$ cat src/rtl/gpo_event_scheduler.sv
// rtl/gpo_event_scheduler.sv - timestamped GPO event queue with free-running time counter
module gpo_event_scheduler #(
  parameter int FIFO_DEPTH = 16,
  parameter int TS_WIDTH   = 64
) (
  input  logic                             CLK100MHZ,
  input  logic                             reset,
  input  logic                             counter_run,
  input  logic                             counter_clear,
  input  logic                             wr_en,
  input  logic [TS_WIDTH+63:0]             wr_data,
  input  logic                             flush,
  input  logic                             error_clear,
  output logic                             full,
  output logic                             empty,
  output logic [$clog2(FIFO_DEPTH):0]      fifo_count,
  output logic [TS_WIDTH-1:0]              current_time,
  output logic                             counter_matched,
  output logic [TS_WIDTH+63:0]             event_data,
  output logic                             late_error,
  output logic                             overflow_error,
  output logic [TS_WIDTH+63:0]             error_data
);

  localparam int PTR_W = $clog2(FIFO_DEPTH);
  localparam int CNT_W = PTR_W + 1;
  localparam int ENT_W = TS_WIDTH + 64;

  typedef enum logic [1:0] {IDLE, LOAD, ARMED} state_t;

  state_t               state, state_nx;
  logic [TS_WIDTH-1:0]  time_q;
  logic [ENT_W-1:0]     fifo_mem [FIFO_DEPTH];
  logic [PTR_W-1:0]     wr_ptr, rd_ptr;
  logic [CNT_W-1:0]     count;
  logic [ENT_W-1:0]     head;
  logic [TS_WIDTH-1:0]  head_ts;

  logic push_ok, push_drop, pop, more, fire, late;

  assign full         = (count == CNT_W'(FIFO_DEPTH));
  assign empty        = (count == '0);
  assign fifo_count   = count;
  assign current_time = time_q;
  assign head_ts      = head[ENT_W-1:64];

  // full is sampled at cycle start, so a push into a full FIFO is dropped even if a pop happens now;
  // a push coinciding with flush is silently discarded
  assign push_ok   = wr_en & ~full & ~flush;
  assign push_drop = wr_en &  full & ~flush;
  assign pop       = (state == LOAD) & ~empty & ~flush;
  // an entry arriving this cycle counts as pending so the head can be loaded without an idle bubble
  assign more      = ~empty | push_ok;

  // timestamp counter: clear has priority over run, natural 2^64 wrap
  always_ff @(posedge CLK100MHZ) begin
    if (reset || counter_clear) time_q <= '0;
    else if (counter_run)       time_q <= time_q + 1'b1;
  end

  // FIFO storage array; contents need no reset because pointers and count define validity
  always_ff @(posedge CLK100MHZ) begin
    if (push_ok) fifo_mem[wr_ptr] <= wr_data;
  end

  // FIFO pointers and occupancy
  always_ff @(posedge CLK100MHZ) begin
    if (reset || flush) begin
      wr_ptr <= '0;
      rd_ptr <= '0;
      count  <= '0;
    end else begin
      if (push_ok) wr_ptr <= wr_ptr + 1'b1;
      if (pop)     rd_ptr <= rd_ptr + 1'b1;
      case ({push_ok, pop})
        2'b10:   count <= count + 1'b1;
        2'b01:   count <= count - 1'b1;
        default: count <= count;
      endcase
    end
  end

  // scheduler state register
  always_ff @(posedge CLK100MHZ) begin
    if (reset) state <= IDLE;
    else       state <= state_nx;
  end

  // next state and fire/late decisions; flush forces IDLE and suppresses both outcomes
  always_comb begin
    state_nx = state;
    fire     = 1'b0;
    late     = 1'b0;
    case (state)
      IDLE:  if (more) state_nx = LOAD;
      LOAD:  state_nx = empty ? IDLE : ARMED;
      ARMED: begin
        if (head_ts == time_q) begin
          fire     = 1'b1;
          state_nx = more ? LOAD : IDLE;
        end else if (head_ts < time_q) begin
          late     = 1'b1;
          state_nx = more ? LOAD : IDLE;
        end
      end
      default: state_nx = IDLE;
    endcase
    if (flush) begin
      state_nx = IDLE;
      fire     = 1'b0;
      late     = 1'b0;
    end
  end

  // head register holds the entry currently waiting for its timestamp
  always_ff @(posedge CLK100MHZ) begin
    if (reset || flush) head <= '0;
    else if (pop)       head <= fifo_mem[rd_ptr];
  end

  // fire strobe and fired entry; event_data holds its last value between fires
  always_ff @(posedge CLK100MHZ) begin
    if (reset) begin
      counter_matched <= 1'b0;
      event_data      <= '0;
    end else begin
      counter_matched <= fire;
      if (fire) event_data <= head;
    end
  end

  // sticky error flags; a new error in the same cycle as error_clear keeps the flag set
  always_ff @(posedge CLK100MHZ) begin
    if (reset) begin
      late_error     <= 1'b0;
      overflow_error <= 1'b0;
      error_data     <= '0;
    end else begin
      late_error     <= late      | (late_error     & ~error_clear);
      overflow_error <= push_drop | (overflow_error & ~error_clear);
      if (push_drop) error_data <= wr_data;
      else if (late) error_data <= head;
    end
  end

endmodule
$ cat config.mk
export PLATFORM = sky130hd
export DESIGN_NAME = gpo_event_scheduler
export DESIGN_NICKNAME = d
export VERILOG_FILES = /design/src/rtl/gpo_event_scheduler.sv
export SDC_FILE = /design/constraint.sdc
export NUM_CORES = 2
export LEC_CHECK = 0
export CAP_MARGIN = 20
export CORE_AREA = 2 2 509 637
export DETAILED_ROUTE_END_ITERATION = 12
export DIE_AREA = 0 0 511 639
export GPL_ROUTABILITY_DRIVEN = 0
export PLACE_DENSITY_LB_ADDON = 0.3
export REMOVE_ABC_BUFFERS = 1
export SKIP_LAST_GASP = 1
export SLEW_MARGIN = 30
export SYNTH_ARGS = -nofsm -noshare
export SYNTH_HDL_FRONTEND = slang
export SYNTH_SLANG_ARGS = --single-unit
$ cat constraint.sdc
create_clock -name CLK100MHZ -period 31.3 [get_ports CLK100MHZ]
set_input_delay 6.26 -clock CLK100MHZ [delete_from_list [all_inputs] [get_ports CLK100MHZ]]
set_output_delay 6.26 -clock CLK100MHZ [all_outputs]
set_load 0.05 [all_outputs]
[Word-level counts from Yosys, hierarchy flattened]
Memories as Yosys holds them, arrays and structs flattened. A register that Yosys moved wholly into a read port is not among the register bits.
Index checks and enable logic that the tools add are counted.
Word-level totals
  bits in registers: 338
  bits in writable memories: 2048
  input bits: 135
  output and inout port bits: 330
  logic and storage cells: 66
  memories kept: 1
Operators by class
  $add $sub $neg: 5
  $lt $le $gt $ge: 1
  equal/unequal tests: 8
  multiplexer cells: 18
  bitwise gates (word level): 15
  reduce and logical (&&, ||, !) cells: 8
Memories
  fifo_mem: words 16, width 128, read ports 1, clocked after memory_dff 1, wr ports 1, RTL line 33  | logic [ENT_W-1:0] fifo_mem [FIFO_DEPTH];
Operator list (count)
  128-bit 2-to-1 mux: 2
  64-bit by 1-bit adder with 64-bit output (second input constant): 1
  64-bit equality test: 1
  64-bit less-than comparator: 1
  1-bit 2-to-1 mux: 10
  5-bit one-hot mux with 2 select lines: 1
  4-bit by 1-bit adder with 4-bit output (second input constant): 2
  1-bit AND: 8
  2-bit 2-to-1 mux: 4
  2-bit one-hot mux with 3 select lines: 1
  5-bit by 1-bit adder with 5-bit output (second input constant): 1
  5-bit equality test (second input constant): 1
  5-bit zero test: 1
  5-bit by 1-bit subtractor with 5-bit output (second input constant): 1
  2-bit by 1-bit equality test with 1-bit output (second input constant): 2
  2-bit equality test (second input constant): 2
  1-bit NOT: 4
  2-bit nonzero test: 2
  3-bit inequality test (second input constant): 1
  1-bit OR: 3
  2-bit zero test: 1
  1-bit logical OR: 2
  2-bit inequality test (second input constant): 1
  2-bit AND reduction: 1
  2-bit OR reduction: 1

[Logic depth before layout (Yosys ltp)]
  depth after elaboration: 9
  gate-level depth with buffers: 14
  depth with buffers taken out: 13

[Worst setup path after synthesis]
No wires, ideal clock.
  kind: input -> register
  from: in wr_en
  to: mem fifo_mem[3][0] in the netlist's numbering, enable pin
  setup time: 772 ps
  arrival: 15810 ps
  required time: 30528 ps
  setup slack: 14718 ps
  stages: 4
  buffers on the path: 0
  cell sequence: inv_1 nor3_1 nand2_1 nor3_1
Between the ends
  word-level cells in the longest chain between the ends: 4
RTL lines
  from (decl): RTL line 10  | input logic wr_en,
  1-bit AND (2 in a row): RTL line 49  | assign push_ok = wr_en & ~full & ~flush;
  1-bit 2-to-1 mux: RTL line 63  | if (push_ok) fifo_mem[wr_ptr] <= wr_data;
  1-bit 2-to-1 mux (implied by the code): RTL line 63
  to (decl): RTL line 33
No other way between the ends.

[Final worst setup path]
  from: in flush
  to: reg error_data[58]
Between the ends
  word-level cells in the longest chain between the ends: 3
  elaborated cells between the ends (all ways): 5
  those cells by class: 2 x mux; 2 x bitwise; 1 x reduce/logical
RTL lines
  from (decl): RTL line 12  | input logic flush,
  1-bit NOT: RTL line 50  | assign push_drop = wr_en & full & ~flush;
  1-bit AND: RTL line 50
  128-bit 2-to-1 mux / 2-bit nonzero test (equally long branches)
  to (signal assigned): RTL line 141  | if (push_drop) error_data <= wr_data;
  to (decl): RTL line 22  | output logic [TS_WIDTH+63:0] error_data
Parallel ways exist; a longest one is shown, timed or not.
A chain may end at the register's enable or synchronous reset.

==> flow_metrics.py <==
metrics = {
    "power_and_ir_drop": {
        "p_leak_uw": 0.0345,
        "power.density_nw_per_um2": 61.6,
        "peakVddDrop_v": 0.0000370,
    },
    "hold_path": {
        "hold_end": "event_data[109]$_SDFFE_PP0P_",
        "min-delay-start": "event_data[109]$_SDFFE_PP0P_",
        "hold_class": "reg2reg",
        "min_path_cells": 2,
    },
    "place": {
        "dpl-instance-area_um2": 106000,
        "port_buffers": 464,
        "hpwl_um": 158000,
        "pre_cts_slack_ns": 21.07,
    },
    "setup_path": {
        "r2r-start": "current_time[16]$_SDFFE_PP0P_",
        "cp-startpoint": "flush",
        "crit_buf_inv": 3,
        "crit_required_ns": 31.97,
        "r2r_end": "error_data[58]$_SDFFE_PP0P_",
        "cp_slowest_cell": "buf_4",
        "cpMostUsedCell": "buf_4",
        "reg2reg_depth": 12,
        "critPathArrivalTime_ns": 10.04,
        "critPathCaptureType": "flip-flop",
        "start_kind": "input pin",
        "cpPeakStageDelay_ns": 0.69,
        "cp_max_fo": 38,
        "path_cells": "clkdlybuf4s50_1 > or3b_2 > nor3_1 > and3_4 > buf_4 > buf_4 > mux2i_1 > o21ai_0",
        "crit_type": "in2reg",
        "critical-path-top-delay-family": "buffers and inverters",
        "ff2ff_setup_slack_ns": 26.19,
    },
    "status": {
        "status": "finished clean",
    },
    "global_routing": {
        "grt.total_usage_pct": 16.0,
        "grt_antenna_before_repair": 22,
        "grt_pass1_wl_um": 382000,
        "grt_pass1_vias": 52400,
        "overflow": 0,
        "grt_max_degree": 114,
    },
    "timing": {
        "finalCritPeriodShare_pct": 29.9,
        "whs_ns": 0.447,
        "final_hold_viol_count": 0,
        "slew_headroom_pct": 32.1,
        "fin_crit_ns": 9.37,
        "final.setup_skew_ns": 0.0686,
        "setup_tns_ns": 0,
        "worst_pin_slew_ns": 1.02,
        "fmax_mhz": 107,
        "report.final.slew_viol_count": 0,
        "setup_viol": 0,
        "setup_ws_ns": 21.93,
        "rsz0062_at_grt": "false",
    },
    "routing": {
        "drt-vias-per-instance": 4.90,
        "via_count": 50100,
        "ant_nets": 0,
        "drt_iter0_markers": 3654,
        "drc": 0,
        "routedWlPerCell_um": 26.0,
        "dr.pass1.iters": 6,
        "drt-total-wl_um": 265000,
    },
    "floorplanning": {
        "core_um2": 321000,
        "die_w_um": 511,
        "dieArea_um2": 327000,
        "num_rows": 233,
        "dieHeight_um": 639,
        "ios": 465,
        "start_util_pct": 29.9,
    },
    "clock_network": {
        "numClockSinks": 2514,
        "postCtsResizedCells": 0,
        "cts_buffers": 279,
        "root_buffer": "clkbuf_16",
        "cts_tree": "yes",
        "clk_pin_slew_ns": 0.06,
        "post_cts_buffers": 0,
        "clk_path_buf_depth": 4,
        "htreeDepth": 5,
        "clk_latency_ns": 0.87,
        "ctsHoldBuffers": 0,
    },
    "final_layout": {
        "syn_to_final_growth_pct": 20.3,
        "n_fill_cell": 29700,
        "multiInputGateArea_um2": 23700,
        "drive_gt1_share_pct": 20.1,
        "final_nets": 5965,
        "fin_area_um2": 115000,
        "seq_area_um2": 70800,
    },
    "yosys": {
        "yosysSeqAreaShare_pct": 73.9,
        "synth_cell_types": 52,
        "synth_edf_count": 2048,
        "ys_ff_latch": 2514,
        "synth_cells": 5199,
        "synth-main-ff-cell": "edfxtp_1",
        "yosysWarnings": 0,
        "synth_area_um2": 95800,
        "synthArstFlopShare_pct": 0,
        "syn_avg_cell_area_um2": 18.4,
    },
    "run": {
        "maxCapViolations": 0,
    },
}
power breakdown:
part / switching, µW / internal [µW] / total, µW / leakage (µW)
clock: 1360 / 1990 / 3350 / 0.00456
sequential: 3.28 / 3620 / 3630 / 0.0222
combinational: 85.8 / 36.2 / 122 / 0.00771
how the worst max path moves through the flow:
| stage | slack [ns] | cells past startpoint | endpoint |
|---|---|---|---|
| after CTS | 22.00 | 8 | error_data[36]$_SDFFE_PP0P_ |
| after global routing | 21.74 | 8 | error_data[27]$_SDFFE_PP0P_ |
| after floorplan | 8.22 | 6 | head[103]$_SDFFE_PP0P_ |
| after global placement | 21.05 | 8 | error_data[58]$_SDFFE_PP0P_ |
| after detailed placement | 21.07 | 8 | error_data[36]$_SDFFE_PP0P_ |
| final | 21.93 | 8 | error_data[58]$_SDFFE_PP0P_ |
logic make-up (layout without fill, tap and decap cells):
group,count (synthesis),count (layout),share of synthesized area (%)
xor+xnor,65,65,0.594
buf+inv,365,1140,1.56
simple gates,930,930,4.05
flops,2514,2514,73.9
mux,770,770,16.3
other cells,0,11,0
compound gates,480,480,2.63
fa+ha+maj,75,75,0.987
worst min-delay path: cells and delay by family, from the launching register on:
family,cells,cell delay (ns)
compound gates,1,0.05
simple gates,1,0.05
flops,1,0.30
cell usage after synthesis, types with 15 or more instances:
library cell | instances | area [µm²]
buf_2 | 52 | 260
a211oi_1 | 21 | 158
dfxtp_1 | 466 | 9330
edfxtp_1 | 2048 | 61500
nor2_1 | 110 | 413
buf_4 | 15 | 113
a21oi_1 | 297 | 1490
buf_1 | 38 | 143
mux2i_1 | 140 | 1400
xnor2_1 | 58 | 508
ha_1 | 74 | 926
inv_1 | 75 | 282
mux4_2 | 630 | 14200
nor3_1 | 19 | 95.1
and3_1 | 16 | 100
nand3_1 | 34 | 170
o21ai_0 | 141 | 706
nand2_1 | 670 | 2510
clkbuf_1 | 185 | 694
nand4_1 | 25 | 156
flip-flops by register name, indices dropped and copies added, names as in the netlist:
register,count
overflow_error,1
error_data,128
fifo_mem,2048
wr_ptr,4
state,2
rd_ptr,4
late_error,1
head,128
event_data,128
fifo_count,5
counter_matched,1
current_time,64
routing by layer:
metal / part of all wire (%) / GRT usage (%)
met5: 0.016 / 0
met4: 2.0 / 3.68
met3: 4.9 / 2.61
met2: 49 / 27.0
met1: 44 / 21.5
layout by cell type (no fill, tap or decap), types with 19 or more instances in the layout:
cell type,Yosys,layout
a211oi_1,21,21
a21oi_1,297,297
buf_4,15,66
bufinv_16,0,30
clkbuf_1,185,44
clkbuf_16,0,288
clkbuf_8,0,19
clkdlybuf4s50_1,0,463
clkinv_1,0,27
clkinv_2,0,46
dfxtp_1,466,462
edfxtp_1,2048,2048
ha_1,74,74
inv_1,75,75
mux2i_1,140,140
mux4_2,630,630
nand2_1,670,670
nand3_1,34,34
nand4_1,25,25
nor2_1,110,96
o21ai_0,141,141
xnor2_1,58,58
layout make-up:
class	instances	share of cell area (%)
sequential	2514	61.5
multi-input combinational	2320	20.5
clock buffer	356	6.65
timing repair buffer	565	5.07
tap	4230	4.59
clock inverter	144	1.41
inverter	75	0.244
antenna	11	0.0239
per-stage QoR:
stage,power [µW],instances,util (%)
final,7100,10200,35.9
after detailed placement,3820,9700,33.0
after global routing,7320,10200,35.9
after CTS,7200,10200,35.9
after floorplan,3740,4909,-
after global placement,3820,9689,32.9
Note: power is estimated with default switching activity, not from simulation.
